$ cat src/rtl/skylark_pkg.sv
// Shared ALU control encodings and RV32I opcode/funct constants
// for the decode-to-execute control stage.
package skylark_pkg;

  typedef enum logic [2:0] {
    ALU_ADD = 3'b000,
    ALU_SUB = 3'b001,
    ALU_AND = 3'b010,
    ALU_OR  = 3'b011,
    ALU_XOR = 3'b100,
    ALU_SLT = 3'b101,
    ALU_SLL = 3'b110,
    ALU_SRL = 3'b111
  } alu_func_t;

  localparam logic [6:0] OPC_OP     = 7'b0110011;
  localparam logic [6:0] OPC_OPIMM  = 7'b0010011;
  localparam logic [6:0] OPC_LOAD   = 7'b0000011;
  localparam logic [6:0] OPC_STORE  = 7'b0100011;
  localparam logic [6:0] OPC_BRANCH = 7'b1100011;

  localparam logic [6:0] F7_ZERO = 7'b0000000;
  localparam logic [6:0] F7_ALT  = 7'b0100000;

endpackage

$ cat src/rtl/alu_decoder.sv
// Pure combinational RV32I decode into ALU control: function, operand-B
// source, extended immediate, register write enable and illegal flag.
module alu_decoder
  import skylark_pkg::*;
(
  input  logic [31:0] i_instr,
  output alu_func_t   o_func,
  output logic        o_opbsrc,
  output logic [31:0] o_extimm,
  output logic        o_regwrite,
  output logic        o_illegal,
  output logic [4:0]  o_rs1,
  output logic [4:0]  o_rs2,
  output logic [4:0]  o_rd
);

  logic [6:0]  w_opcode;
  logic [2:0]  w_funct3;
  logic [6:0]  w_funct7;
  logic        w_f7_zero;
  logic [31:0] w_imm_i;
  logic [31:0] w_imm_s;
  logic [31:0] w_imm_b;
  logic [31:0] w_shamt;
  alu_func_t   w_func;
  logic        w_opbsrc;
  logic [31:0] w_imm;
  logic        w_regwrite;
  logic        w_illegal;

  assign w_opcode  = i_instr[6:0];
  assign w_funct3  = i_instr[14:12];
  assign w_funct7  = i_instr[31:25];
  assign w_f7_zero = (w_funct7 == F7_ZERO);
  assign w_imm_i   = {{20{i_instr[31]}}, i_instr[31:20]};
  assign w_imm_s   = {{20{i_instr[31]}}, i_instr[31:25], i_instr[11:7]};
  assign w_imm_b   = {{19{i_instr[31]}}, i_instr[31], i_instr[7],
                      i_instr[30:25], i_instr[11:8], 1'b0};
  assign w_shamt   = {27'd0, i_instr[24:20]};

  always_comb begin
    w_func     = ALU_ADD;
    w_opbsrc   = 1'b0;
    w_imm      = '0;
    w_regwrite = 1'b0;
    w_illegal  = 1'b0;
    case (w_opcode)
      OPC_OP: begin
        w_regwrite = 1'b1;
        case (w_funct3)
          3'b000: begin
            if (w_f7_zero)               w_func = ALU_ADD;
            else if (w_funct7 == F7_ALT) w_func = ALU_SUB;
            else                         w_illegal = 1'b1;
          end
          3'b001:  begin w_func = ALU_SLL; w_illegal = !w_f7_zero; end
          3'b010:  begin w_func = ALU_SLT; w_illegal = !w_f7_zero; end
          3'b100:  begin w_func = ALU_XOR; w_illegal = !w_f7_zero; end
          3'b101:  begin w_func = ALU_SRL; w_illegal = !w_f7_zero; end
          3'b110:  begin w_func = ALU_OR;  w_illegal = !w_f7_zero; end
          3'b111:  begin w_func = ALU_AND; w_illegal = !w_f7_zero; end
          default: w_illegal = 1'b1;
        endcase
      end
      OPC_OPIMM: begin
        w_regwrite = 1'b1;
        w_opbsrc   = 1'b1;
        w_imm      = w_imm_i;
        case (w_funct3)
          3'b000:  w_func = ALU_ADD;
          3'b010:  w_func = ALU_SLT;
          3'b100:  w_func = ALU_XOR;
          3'b110:  w_func = ALU_OR;
          3'b111:  w_func = ALU_AND;
          // shifts carry a zero-extended shamt; funct7 must be clear
          3'b001:  begin w_func = ALU_SLL; w_imm = w_shamt; w_illegal = !w_f7_zero; end
          3'b101:  begin w_func = ALU_SRL; w_imm = w_shamt; w_illegal = !w_f7_zero; end
          default: w_illegal = 1'b1;
        endcase
      end
      OPC_LOAD: begin
        w_opbsrc   = 1'b1;
        w_imm      = w_imm_i;
        w_regwrite = 1'b1;
      end
      OPC_STORE: begin
        w_opbsrc = 1'b1;
        w_imm    = w_imm_s;
      end
      OPC_BRANCH: begin
        w_func = ALU_SUB;
        w_imm  = w_imm_b;
      end
      default: w_illegal = 1'b1;
    endcase
    if (w_illegal) begin
      w_func     = ALU_ADD;
      w_regwrite = 1'b0;
      w_opbsrc   = 1'b0;
      w_imm      = '0;
    end
  end

  assign o_func     = w_func;
  assign o_opbsrc   = w_opbsrc;
  assign o_extimm   = w_imm;
  assign o_regwrite = w_regwrite;
  assign o_illegal  = w_illegal;
  assign o_rs1      = i_instr[19:15];
  assign o_rs2      = i_instr[24:20];
  assign o_rd       = i_instr[11:7];

endmodule

$ cat src/rtl/alu_ctrl_stage.sv
// ID/EX control register with stall/flush handling and an illegal-instruction
// trap FSM in front of the ALU.
//
//   state   | meaning
//   ST_RUN  | accepting instructions from D
//   ST_TRAP | illegal instruction issued; inserting bubbles until TrapAck/FlushE
module alu_ctrl_stage
  import skylark_pkg::*;
#(
  parameter int XLEN = 32
) (
  input  logic            CLK,
  input  logic            nRST,
  input  logic [31:0]     InstrD,
  input  logic            ValidD,
  output logic            ReadyD,
  input  logic            StallE,
  input  logic            FlushE,
  input  logic            TrapAck,
  output logic [2:0]      ALUFuncE,
  output logic            OpBSrcE,
  output logic [XLEN-1:0] ExtImmE,
  output logic [4:0]      Rs1E,
  output logic [4:0]      Rs2E,
  output logic [4:0]      RdE,
  output logic            RegWriteE,
  output logic            ValidE,
  output logic            IllegalE
);

  typedef enum logic {ST_RUN = 1'b0, ST_TRAP = 1'b1} state_t;

  state_t      r_state;
  state_t      w_state_nxt;

  alu_func_t   w_func;
  logic        w_opbsrc;
  logic [31:0] w_extimm;
  logic        w_regwrite;
  logic        w_illegal;
  logic [4:0]  w_rs1;
  logic [4:0]  w_rs2;
  logic [4:0]  w_rd;
  logic        w_load;

  alu_func_t       r_func;
  logic            r_opbsrc;
  logic [XLEN-1:0] r_extimm;
  logic [4:0]      r_rs1;
  logic [4:0]      r_rs2;
  logic [4:0]      r_rd;
  logic            r_regwrite;
  logic            r_valid;
  logic            r_illegal;

  alu_decoder u_dec (
    .i_instr    (InstrD),
    .o_func     (w_func),
    .o_opbsrc   (w_opbsrc),
    .o_extimm   (w_extimm),
    .o_regwrite (w_regwrite),
    .o_illegal  (w_illegal),
    .o_rs1      (w_rs1),
    .o_rs2      (w_rs2),
    .o_rd       (w_rd)
  );

  // a real instruction is captured only in RUN with no stall and no flush
  assign w_load = (r_state == ST_RUN) && !StallE && !FlushE && ValidD;

  always_comb begin
    w_state_nxt = r_state;
    case (r_state)
      ST_RUN:  if (w_load && w_illegal) w_state_nxt = ST_TRAP;
      ST_TRAP: if (TrapAck || FlushE)   w_state_nxt = ST_RUN;
      default: w_state_nxt = ST_RUN;
    endcase
  end

  always_ff @(posedge CLK or negedge nRST) begin
    if (!nRST) begin
      r_state    <= ST_RUN;
      r_func     <= ALU_ADD;
      r_opbsrc   <= 1'b0;
      r_extimm   <= '0;
      r_rs1      <= '0;
      r_rs2      <= '0;
      r_rd       <= '0;
      r_regwrite <= 1'b0;
      r_valid    <= 1'b0;
      r_illegal  <= 1'b0;
    end else begin
      r_state <= w_state_nxt;
      if (FlushE || !StallE) begin
        if (w_load) begin
          r_func     <= w_func;
          r_opbsrc   <= w_opbsrc;
          r_extimm   <= w_extimm;
          r_rs1      <= w_rs1;
          r_rs2      <= w_rs2;
          r_rd       <= w_rd;
          r_regwrite <= w_regwrite;
          r_valid    <= 1'b1;
          r_illegal  <= w_illegal;
        end else begin
          r_func     <= ALU_ADD;
          r_opbsrc   <= 1'b0;
          r_extimm   <= '0;
          r_rs1      <= '0;
          r_rs2      <= '0;
          r_rd       <= '0;
          r_regwrite <= 1'b0;
          r_valid    <= 1'b0;
          r_illegal  <= 1'b0;
        end
      end
    end
  end

  assign ReadyD    = (r_state == ST_RUN) && !StallE;
  assign ALUFuncE  = r_func;
  assign OpBSrcE   = r_opbsrc;
  assign ExtImmE   = r_extimm;
  assign Rs1E      = r_rs1;
  assign Rs2E      = r_rs2;
  assign RdE       = r_rd;
  assign RegWriteE = r_regwrite;
  assign ValidE    = r_valid;
  assign IllegalE  = r_illegal;

endmodule

$ cat config.mk
export PLATFORM = sky130hd
export DESIGN_NAME = alu_ctrl_stage
export DESIGN_NICKNAME = d
export VERILOG_FILES = /design/src/rtl/skylark_pkg.sv /design/src/rtl/alu_decoder.sv /design/src/rtl/alu_ctrl_stage.sv
export SDC_FILE = /design/constraint.sdc
export NUM_CORES = 1
export LEC_CHECK = 0
export CORE_MARGIN = 4
export CORE_UTILIZATION = 53
export DETAILED_ROUTE_END_ITERATION = 10
export PLACE_DENSITY = 0.95
export SLEW_MARGIN = 10
export SYNTH_ARGS = -nofsm -noshare
export SYNTH_HDL_FRONTEND = slang
export SYNTH_HIERARCHICAL = 1
export SYNTH_SLANG_ARGS = --single-unit
$ cat constraint.sdc
create_clock -name CLK -period 3.3 [get_ports CLK]
set_clock_uncertainty 0.05 [all_clocks]
set_input_delay 0.33 -clock CLK [delete_from_list [all_inputs] [get_ports CLK]]
set_output_delay 0.33 -clock CLK [all_outputs]
set_load 0.01 [all_outputs]
==> flow_summary.yaml <==
run_status:
  status: "completed"
hold_path:
  hold_path.class: "in -> async"
setup_path:
  critPathMaxFanout: 19
  arrival_ns: 2.87
  crit_required_ns: 3.48
  reg2regPathDepth: 3
  end_kind: "flop"
  crit_slowest_cell: "a2111oi_0"
  worstSetupStartpointType: "primary input"
  crit_chain: "clkdlybuf4s50_1 > or4_4 > nor3_1 > a211oi_2 > a2111oi_0 > nand4bb_1 > a21oi_1"
  critPathKind: "in -> reg"
  critPathMaxStageDelay_ns: 0.58
synthesis:
  synth_nets: 399
  yosysTopAreaCell: "dfrtp_1"
  yosys_warnings: 6
  synth_cell_types: 35
  synthesis.area_sq_mm: 0.00333
  syn_inst: 361
  synth_top_cell_area_share: 0.414
  yosysSeqAreaShare: 0.414
  avgSynthCellArea_sq_um: 9.21
  ys_ff_latch: 55
  synthTopCellsByArea: "dfrtp_1, nand4bb_1, a21oi_1"
route:
  wl_per_cell_um: 17.4
  drt_iter0_markers: 250
  dr.pass1.iters: 4
  antenna_left: 0
  vias_per_cell: 6.02
  vias: 2865
  routed_wirelength_um: 8270
  remaining_drc_errors: 0
layout:
  area_delta_synth_final_pct: 23.7
  final_common_cell: "clkdlybuf4s50_1"
  drive_gt1_frac: 0.0623
  fin_util: 0.687
  fin_area_sq_mm: 0.00411
  layout_common_cells: "clkdlybuf4s50_1, a21oi_1, nand2_1, dfrtp_1, nand4bb_1"
  nNetsFinal: 438
  fillers: 443
  diodes: 0
  stdcell_count: 476
flow_run:
  max-cap-violations: 0
global_route:
  grt_pass1_wl_um: 13400
  antenna_found_initial: 0
  grt_max_degree: 57
  grt_usage: 0.220
  grt-ovfl-total: 0
  grt_pass1_vias: 2816
pwr:
  p_int_w: 0.00101
  switchingPower_w: 0.000342
  leakagePower_nw: 1.50
  comb_power_share: 0.150
  switching_share: 0.254
  p_seq_frac: 0.511
  clkPwrFrac: 0.339
  ir_drop_uv: 208
  powerDensity_mw_per_mm2: 328
sta:
  rsz0062_at_grt: "false"
  slew_headroom: 0.223
  fin_setup_tns_ns: 0
  tightest_slew_ns: 1.16
  fin_crit_ns: 2.69
  period_share: 0.814
  setup_violations: 0
  hold_violations: 0
  fmax_ghz: 0.372
  maxSlewViolCount: 0
placement:
  place_area_sq_mm: 0.00399
  post-place-cells: 467
  place_hpwl_um: 5600
  place.gp.congestion: 0.878
  port_buffers: 92
floorplan:
  initial_core_util: 0.555
  io_pins: 93
  core-area_sq_mm: 0.00599
  die_w_um: 87.2
  rows: 28
  dieArea_sq_mm: 0.00761
  die_h_um: 87.2
clock_network:
  tritoncts: "built"
  cts_buffer_depth: 2
  htree_levels: 2
  cts.sinks: 55
  clk_pin_slew_worst_paths_ns: 0.10
  cts_inserted_buffers: 5
  clock-root-buffer: "clkbuf_8"
  clkLatencyLatePin_ns: 0.31
  ctsResizeCount: 0
[power groups by stage]
stage,Sequential [W],Clock (W),Combinational (W)
after floorplan,0.000705,0,0.000112
after global placement,0.000701,0,0.000196
after detailed placement,0.000701,0,0.000200
after CTS,0.000688,0.000460,0.000202
after global routing,0.000690,0.000500,0.000219
final,0.000688,0.000457,0.000202
[stage by stage]
| step | hold slack [ns] | worst slack [ns] | total power [W] |
|---|---|---|---|
| finish | 0.465 | 0.614 | 0.00135 |
| global route | 0.509 | 0.448 | 0.00141 |
| CTS | 0.490 | 0.669 | 0.00135 |
| detailed placement | 0.287 | 0.325 | 0.000901 |
| global placement | 0.277 | 0.400 | 0.000897 |
| floorplan | -0.0156 | 0.228 | 0.000817 |
[synthesized netlist by cell type]
cell / instances
buf_4: 35
nand3b_1: 2
nand3_1: 3
nand4_1: 9
and3_1: 1
o21ai_1: 1
a211oi_1: 1
a2111oi_2: 1
a21o_1: 1
a31oi_1: 1
or3_1: 1
a221o_1: 1
a21oi_1: 57
o21ai_0: 3
nand2_1: 57
nor2_1: 4
nor4_1: 3
nor3_1: 12
and2_1: 2
nand4bb_1: 53
a211oi_2: 1
or3b_1: 1
buf_2: 8
nor4bb_1: 1
nand2b_1: 5
nor2b_1: 3
inv_1: 2
a22oi_1: 4
a2111oi_0: 3
clkbuf_1: 24
or4_4: 1
xor2_1: 2
buf_1: 2
or4_1: 1
dfrtp_1: 55
[worst max-delay path: cells and delay by family]
kind	cells	cell delay, ns
compound gates	3	1.08
buf+inv	1	0.46
simple gates	3	0.99
[kinds of logic after synthesis]
| group | share of synthesized area |
|---|---|
| XOR/XNOR | 0.00527 |
| AND/OR/NAND/NOR | 0.332 |
| flip-flops | 0.414 |
| AO/OA/AOI/OAI | 0.126 |
| buffers and inverters | 0.123 |
[path summary, 6_finish.rpt]
| kind | to | startpoint | slack (ns) |
|---|---|---|---|
| setup / recovery | ALUFuncE[1] | InstrD[27] | 0.61 |
| hold / removal | Rs2E[4] | nRST | 0.47 |
| setup reg to reg | ValidE | r_state | 1.93 |
| hold reg to reg | ExtImmE[18] | ExtImmE[18] | 0.49 |
| max in group asynchronous | ExtImmE[11] | nRST | 1.92 |
| min in group CLK | ExtImmE[18] | ExtImmE[18] | 0.49 |
[registers in the layout, summed over array words and instances (netlist names)]
register / cells
ALUFuncE: 3
ExtImmE: 32
IllegalE: 1
OpBSrcE: 1
RdE: 5
RegWriteE: 1
Rs1E: 5
Rs2E: 5
ValidE: 1
r_state: 1
[what timing repair did]
action / CTS / global route
setup buffers: 0 / 0
hold buffers: 1 / 0
endpoints found under the hold margin: 21 / 0
[layout make-up]
cell class / instances / area (sq um) / area share
well taps: 75 / 93.8 / 0.0228
clock buffers: 5 / 68.8 / 0.0167
inverters: 2 / 7.51 / 0.00182
clock inverters: 3 / 43.8 / 0.0106
repair buffers: 101 / 971 / 0.236
flip-flops and latches: 55 / 1380 / 0.335
multi-input cells: 235 / 1550 / 0.377
[metal layers]
layer	up-vias	track usage	wire [um]
li1	1349	-	-
met1	1380	0.283	3370
met2	113	0.369	4150
met3	23	0.0454	547
met4	0	0.0739	202
met5	-	0	0
Power figures use the tool's default switching activity.
==> variant, RTL diff (same flow settings) <==
Make the reset (`nRST`) synchronous in one clocked block.
--- a/src/rtl/alu_ctrl_stage.sv
+++ b/src/rtl/alu_ctrl_stage.sv
@@ -77,7 +77,7 @@
     endcase
   end
 
-  always_ff @(posedge CLK or negedge nRST) begin
+  always_ff @(posedge CLK) begin
     if (!nRST) begin
       r_state    <= ST_RUN;
       r_func     <= ALU_ADD;
Behaviour: differs if nRST is asserted again (counterexample within 4 cycles, from zero or initial values and one cycle with nRST low); with nRST held inactive, the same outputs for 10 cycles.
==> variant against the unedited design <==
Setup slack improved by 0.23 ns; area after synthesis fell by 22%; power fell by 13%; wire length fell by 22%; register-to-register slack improved by 0.13 ns; sequential cell count did not move; design area fell by 19%; critical endpoint is now ALUFuncE[0]; highest routed layer unchanged.
==> variant: results (changes against the unedited design) <==
synthesis:
  ys_seq_area_share_pct: 42.41  # was 41.38%
  synthXorXnorAreaFrac_pct: 0.6747  # was 0.5267%
  synth_ff_type: "dfxtp_1"  # was dfrtp_1
  synth_nets: 286  # was 399
  syn-instance-count: 248  # was 361
  ys_top_cells_by_area: "dfxtp_1, a32o_1, buf_4, buf_6, nor3_1"  # was dfrtp_1, nand4bb_1, a21oi_1, buf_4, nand2_1
  synthMuxAreaShare_pct: 0  # unchanged
  synth-compound-area-share_pct: 26.31  # was 12.64%
  yosys_warnings: 6  # unchanged
  ys_types: 41  # was 35
  ys_async_sr_fraction_pct: 0  # was 100.0%
  synthTopCellsByCount: "dfxtp_1, a32o_1, buf_4, nor3_1, buf_6"  # was a21oi_1, nand2_1, dfrtp_1, nand4bb_1, buf_4
global_routing:
  grt_max_degree: 53  # was 57
  grt_pass1_vias: 2090  # was 2,816
  track_usage_pct: 20.94  # was 21.98%
  grt_pass1_wl_mm: 10.27  # was 13.36 mm
  antenna_found_initial: 0  # unchanged
placement:
  dp_cells: 359  # was 467
  dp_hpwl_mm: 4.651  # was 5.602 mm
  port_buffers: 92  # unchanged
  place.gp.congestion: 0.8880  # was 0.8783
  place_ws_ns: 0.5484  # was 0.3248 ns
route:
  vias: 2277  # was 2,865
  drt-initial-drc-count: 323  # was 250
  dr_wl_met3_microns: 553  # was 547 microns
  firstDrtPassIters: 5  # was 4
  wl_met2_mm: 3.340  # was 4.150 mm
  vias_per_cell: 6.204  # was 6.019
  drt-met1-wl_mm: 2.526  # was 3.373 mm
  top_layer: "met4"  # unchanged
  wirelength_mm: 6.477  # was 8.274 mm
final_layout:
  drive_above_1_share_pct: 8.333  # was 6.234%
  finalNetCount: 337  # was 438
  antennaDiodeCount: 0  # unchanged
  largest_reg_flops: 32  # unchanged
  fillerInstances: 372  # was 443
clock_tree:
  path_clk_slew_ns: 0.09
  clockBufferDepth: 2  # unchanged
  cts-root-buf: "clkbuf_8"  # unchanged
  post_cts_buffers: 0  # unchanged
  worstSkewPairLatency_ns: 0.30
  cts_resized: 0  # unchanged
  htree_levels: 2  # unchanged
  cts_buffers: 5  # unchanged
timing:
  slew_headroom_pct: 37.13  # was 22.27%
  layout_min_cycle_time_ns: 2.452  # was 2.686 ns
critical_path:
  crit_path_max_fanout: 2  # was 19
  cp.arrival_ns: 2.64  # was 2.87 ns
  reg2reg_setup_slack_ns: 2.06  # was 1.93 ns
min_path:
  min-delay-path-class: "reg2reg"  # was in2async
outcome:
  status: "complete, no violations"  # unchanged
power:
  irDropWorstVdd_mv: 0.3302  # was 0.2082 mV
  power.leakage_nw: 1.125  # was 1.503 nW
[variant: changes by cell type after synthesis, sizes merged, moves of 18 or more]
cell,delta
a21oi,-53
a32o,+52
clkbuf,-18
dfrtp,-55
dfxtp,+55
nand2,-53
nand4bb,-52
[variant: critical path, stage by stage]
cell and delay [ns]:
clkdlybuf4s50_1 0.43, or4_4 0.54, or4_1 0.47, a221o_1 0.32
a2111oi_2 0.35, a32o_1 0.20
[variant: area by class of cell]
class                   instances  area [sq um]  area share (%)
multi-input cells             134          1080           32.24
repair buffers                101         988.4           29.51
inverters                       2         7.507          0.2241
clock buffers                   6         72.57           2.167
flip-flops and latches         55          1101           32.87
clock inverters                 2         16.27          0.4856
well taps                      67         83.83           2.503
[variant: where the power goes]
group	total, mW	switching [mW]	internal [mW]
combinational	0.140	0.0713	0.0689
clock	0.363	0.211	0.153
sequential	0.671	0.00301	0.668
[variant: final timing paths]
check               from           to  depth (start not counted)
max           InstrD[28]  ALUFuncE[0]                          6
max reg2reg      r_state  ExtImmE[26]                          3
min          ExtImmE[27]  ExtImmE[27]                          1
min reg2reg  ExtImmE[27]  ExtImmE[27]                          1
[variant: metal layers]
layer	up-vias	GRT usage (%)
met2	116	36.56
met5	-	0
met3	12	6.265
li1	1044	-
met1	1105	25.22
met4	0	4.895
[variant: metrics by stage]
step	instance area, sq um	utilization (%)	hold slack, ns
floorplan	2596	-	0.4264
global placement	3261	69.03	0.3952
detailed placement	3261	69.03	0.4025
CTS	3349	70.91	0.4257
global route	3349	70.91	0.4359
finish	3349	70.91	0.4193
[variant: kinds of logic after synthesis]
logic type / after synthesis
AOI/OAI and AO/OA: 74
xor gates and xnor gates: 2
buffers and inverters: 59
DFF: 55
and+or+nand+nor: 58
